==> src/rtl/boron_cbc_dec.sv <==
`default_nettype none
// boron_cbc_dec -- CBC-mode decryption wrapper sequencing an external block-decrypt core.
// Rev 1.0
module boron_cbc_dec #(
  parameter int TIMEOUT = 64
) (
  input  logic        clk,
  input  logic        rst,
  input  logic [79:0] key,
  input  logic        iv_load,
  input  logic [63:0] iv,
  input  logic        s_valid,
  output logic        s_ready,
  input  logic [63:0] s_data,
  output logic        m_valid,
  input  logic        m_ready,
  output logic [63:0] m_data,
  output logic        core_start,
  output logic [63:0] core_text,
  output logic [79:0] core_key,
  output logic        core_clr,
  input  logic        core_done,
  input  logic [63:0] core_result,
  output logic        busy,
  output logic        err
);

  typedef enum logic [2:0] {
    IDLE   = 3'd0,
    LAUNCH = 3'd1,
    WAIT   = 3'd2,
    CLEAR  = 3'd3,
    OUT    = 3'd4
  } state_t;

  localparam logic [7:0] WDOG_LAST = 8'(TIMEOUT - 1);

  state_t      state;
  state_t      state_nxt;
  logic [63:0] ct_reg;
  logic [63:0] chain_reg;
  logic [79:0] key_reg;
  logic [7:0]  wdog;
  logic        accept;
  logic        wait_tmo;

  // s_ready is qualified by rst so it drops the instant reset asserts.
  assign s_ready   = (state == IDLE) && rst;
  assign accept    = s_valid && s_ready;
  assign wait_tmo  = (state == WAIT) && !core_done && (wdog == WDOG_LAST);
  assign core_text = ct_reg;
  assign core_key  = key_reg;

  always_ff @(posedge clk or negedge rst) begin
    if (!rst) begin
      state <= IDLE;
    end else begin
      state <= state_nxt;
    end
  end

  always_comb begin
    state_nxt  = state;
    core_start = 1'b0;
    core_clr   = 1'b0;
    busy       = 1'b1;
    case (state)
      IDLE: begin
        busy = 1'b0;
        if (accept) state_nxt = LAUNCH;
      end
      LAUNCH: begin
        core_start = 1'b1;
        state_nxt  = WAIT;
      end
      WAIT: begin
        if (core_done || wait_tmo) state_nxt = CLEAR;
      end
      CLEAR: begin
        core_clr  = 1'b1;
        state_nxt = m_valid ? OUT : IDLE;
      end
      OUT: begin
        if (m_ready) state_nxt = IDLE;
      end
      default: state_nxt = IDLE;
    endcase
  end

  always_ff @(posedge clk or negedge rst) begin
    if (!rst) begin
      ct_reg    <= '0;
      key_reg   <= '0;
      chain_reg <= '0;
      wdog      <= '0;
      m_data    <= '0;
      m_valid   <= 1'b0;
      err       <= 1'b0;
    end else begin
      case (state)
        IDLE: begin
          // An iv load coinciding with accept takes effect before this block chains.
          if (iv_load) begin
            chain_reg <= iv;
            err       <= 1'b0;
          end
          if (accept) begin
            ct_reg  <= s_data;
            key_reg <= key;
          end
        end
        LAUNCH: begin
          wdog <= '0;
        end
        WAIT: begin
          if (core_done) begin
            m_data    <= core_result ^ chain_reg;
            chain_reg <= ct_reg;
            m_valid   <= 1'b1;
          end else if (wdog == WDOG_LAST) begin
            err <= 1'b1;
          end else begin
            wdog <= wdog + 8'd1;
          end
        end
        OUT: begin
          if (m_ready) m_valid <= 1'b0;
        end
        default: ;
      endcase
    end
  end

endmodule
`default_nettype wire
==> config.mk <==
export PLATFORM = sky130hd
export DESIGN_NAME = boron_cbc_dec
export DESIGN_NICKNAME = d
export VERILOG_FILES = /design/src/rtl/boron_cbc_dec.sv
export SDC_FILE = /design/constraint.sdc
export NUM_CORES = 1
export LEC_CHECK = 0
export ABC_AREA = 1
export BUFFER_PORTS_ARGS = -buffer_cell sky130_fd_sc_hd__buf_2
export CAP_MARGIN = 0
export CORE_AREA = 2 2 192 194
export CTS_BUF_LIST = sky130_fd_sc_hd__clkbuf_16
export CTS_CLUSTER_DIAMETER = 150
export DETAILED_ROUTE_END_ITERATION = 12
export DIE_AREA = 0 0 194 196
export PLACE_DENSITY = 0.67
export SLEW_MARGIN = 20
export SYNTH_ARGS = -nofsm -noshare
export SYNTH_HDL_FRONTEND = slang
export SYNTH_SLANG_ARGS = --single-unit
==> constraint.sdc <==
create_clock -name clk -period 1.95 [get_ports clk]
set_clock_uncertainty 0.15 [all_clocks]
set_input_delay 0.0975 -clock clk [delete_from_list [all_inputs] [get_ports clk]]
set_output_delay 0.0975 -clock clk [all_outputs]
set_load 0.1 [all_outputs]
==> results.cfg <==
[outcome]
status = complete, no violations

[synthesis]
synth_edf_count = 0
synthCells = 1358
synth_area_leaders = dfrtp_1 (58%), nand2_1 (11%), a21oi_1 (5.2%)
yosys-top-cells-count = nand2_1 (343), dfrtp_1 (285), nor2_1 (140), a21oi_1 (127), nand3_1 (92)
synthAdderAreaFrac = 0.00102
synth-seq-area-share = 0.583
synthArstFlopShare = 1.00
synthFlopType = dfrtp_1
synth_xor_area_frac = 0.0480
synth_cell_types = 22
ys_seq_elements = 285
synth_compound_area_frac = 0.119
syn_area_per_cell_um2 = 9.01
synth_top_area_frac = 0.583
synth_top_area_cell = dfrtp_1
ys_warn_count = 0
synth_most_common_cell = nand2_1
yosys.area_share.simple = 0.193
synth_top_family_by_area = simple AND/OR/NAND/NOR gates
syn-num-nets = 1637
syn-cell-area_um2 = 12200
synthMuxAreaShare = 0

[timing]
fin_tns_setup_ns = 0
tightest_slew_ns = 0.982
fin_ws_ns = 0.0585
slew_headroom = 0.345
hold_viol = 0
setup-violations-final = 0
drv_slew = 0
post-route-period-util = 0.970
min_period_ns = 1.89
fmax_ghz = 0.529
rsz0062_at_grt = yes

[clock_tree]
cts_tree = yes
clock_path_buffers = 3
cts_buffers = 31
h-tree-depth = 1
cts_sinks = 285
clk_pin_slew_ns = 0.06
cts_root_buf = clkbuf_16
clk_latency_ns = 0.56

[setup_path]
endpoint = s_ready
arrival_ns = 1.64
crit_required_ns = 1.70
cp-end-kind = primary output
critical_path_cell_count = 5
cp_top_family = flip-flops
crit_type = flop to primary output
slowest_stage = dfrtp_2
r2r_end = core_text[46]
path_max_fanout = 4
reg2reg_depth = 8
rrSetupSlack_ns = 0.08
max_stage_delay_ns = 0.43
regToRegStartpoint = state[0]
path_cells = nor2_4, nand2_4, nor2_4, buf_12, buf_12
cp-startpoint = state[0]
critPathLaunchType = flop
worst-path-buf-inv = 2

[final_layout]
layout-drive-gt1-share = 0.281
multiInputGateArea_um2 = 4460
largest_reg_flops = 80
final_nets = 2410
syn2layout_area_growth_pct = 58.6
final-seq-area_um2 = 7140
fill_cells = 3019
stdcell_count = 2625

[drt]
drt_pass1_iterations = 5
wl_um = 43600
drt_iter0_markers = 609
vias = 12400
route.detailed.drc = 0
top_layer = met4
ant_nets = 0
wire_per_inst_um = 16.6
dr_wl_met2_um = 21200
met1_length_um = 17500
met3_length_um = 2960
vias_per_cell = 4.72

[floorplan]
die_area_um2 = 38000
die_width_um = 194
rows = 70
io_pins = 492
start_util = 0.339
die_h_um = 196
core-area_um2 = 36100

[global_route]
grt_antenna_before_repair = 3
grt_max_degree = 156
gr-total-overflow = 0
grtUsageTotal = 0.219
grt_pass1_wl_um = 67200
grt_pass1_vias = 13000

[place]
dp_cells = 2273
dpl_worst_slack_ns = 0.0249
portBuffers = 491
gp_routability_congestion = 0.884
dp_hpwl_um = 27900

[hold_path]
min_path_type = input port to flop
worstHoldStart = key[0]

[run]
max_cap_violations = 0
[layer usage]
layer  global-route usage  vias up
li1                     -     5887
met1                0.266     5824
met2                0.376      547
met3               0.0442      143
met4                0.104        0
met5                    0        -
[worst min-delay path, delay by kind of cell]
family,cells,cell delay (ns)
AND/OR/NAND/NOR,2,0.12
buffers and inverters,2,0.60
[cell type report]
| cell class | instances | area share |
|---|---|---|
| diodes | 2 | 0.000258 |
| clock buffers | 31 | 0.0400 |
| multi-input cells | 913 | 0.230 |
| well taps | 468 | 0.0302 |
| flip-flops and latches | 285 | 0.368 |
| clock inverters | 26 | 0.0106 |
| repair buffers | 821 | 0.306 |
| inverters | 79 | 0.0153 |
[cells in the final DEF, fill, tap and decap left out]
cell / Yosys / layout
nand2_1: 343 / 343
nor2_1: 140 / 139
inv_1: 78 / 81
inv_6: 0 / 1
xor2_1: 3 / 3
clkinv_2: 0 / 5
nor3_1: 1 / 1
buf_16: 0 / 1
o21ai_0: 67 / 67
clkinvlp_4: 0 / 5
o21bai_1: 1 / 1
buf_6: 0 / 4
nand3_1: 92 / 92
a21oi_2: 0 / 1
buf_12: 0 / 16
dfrtp_2: 0 / 3
nand2_2: 3 / 1
buf_2: 52 / 486
o21a_1: 63 / 63
buf_8: 0 / 1
o21ai_4: 0 / 1
dfrtp_1: 285 / 282
a21oi_1: 127 / 126
buf_4: 3 / 33
clkbuf_16: 0 / 32
nor2_4: 3 / 3
nand2_8: 0 / 1
bufbuf_16: 0 / 1
nand2_4: 2 / 4
bufinv_16: 0 / 3
dlygate4sd3_1: 0 / 278
xnor2_1: 64 / 64
nor2_2: 0 / 1
diode_2: 0 / 2
nand4_1: 1 / 1
inv_2: 1 / 2
clkinv_1: 0 / 8
ha_1: 1 / 1
[through the flow]
stage                     utilization  hold WS, ns  cell area (um2)
after floorplan                     -       -0.348            12200
after detailed placement        0.427       -0.190            15400
after CTS                       0.534      0.00464            19300
final                           0.538        0.156            19400
after global placement          0.427       -0.188            15400
after global routing            0.538        0.163            19400
[logic make-up (layout without fill, tap and decap cells)]
family                   after synthesis  count (layout)
AND/OR/NAND/NOR                      585             586
buffers and inverters                161             957
flip-flops                           285             285
adder cells (fa/ha/maj)                1               1
AO/OA/AOI/OAI                        259             259
XOR/XNOR                              67              67
other                                  0               2
[worst min-delay path by stage]
stage                   endpoint  slack [ns]  cells past startpoint
floorplan           chain_reg[0]       -0.35                      0
global placement      m_data[12]       -0.19                      1
detailed placement    m_data[13]       -0.19                      1
CTS                   m_data[13]       0.005                      3
global route        core_key[78]        0.16                      4
finish               core_key[0]        0.16                      4
[timing repair]
action                                  4_1_cts  5_1_grt
buffers inserted                              5        6
cloned                                        1        2
endpoints found under the setup margin        5      128
endpoints found under the hold margin       564       19
pin swaps                                     2        4
gates resized for setup                       9        7
hold buffers                                278        1
Power is left out: the tool's default activity adds up to more than one toggle a clock period on the data nets, which glitch-free logic cannot reach.
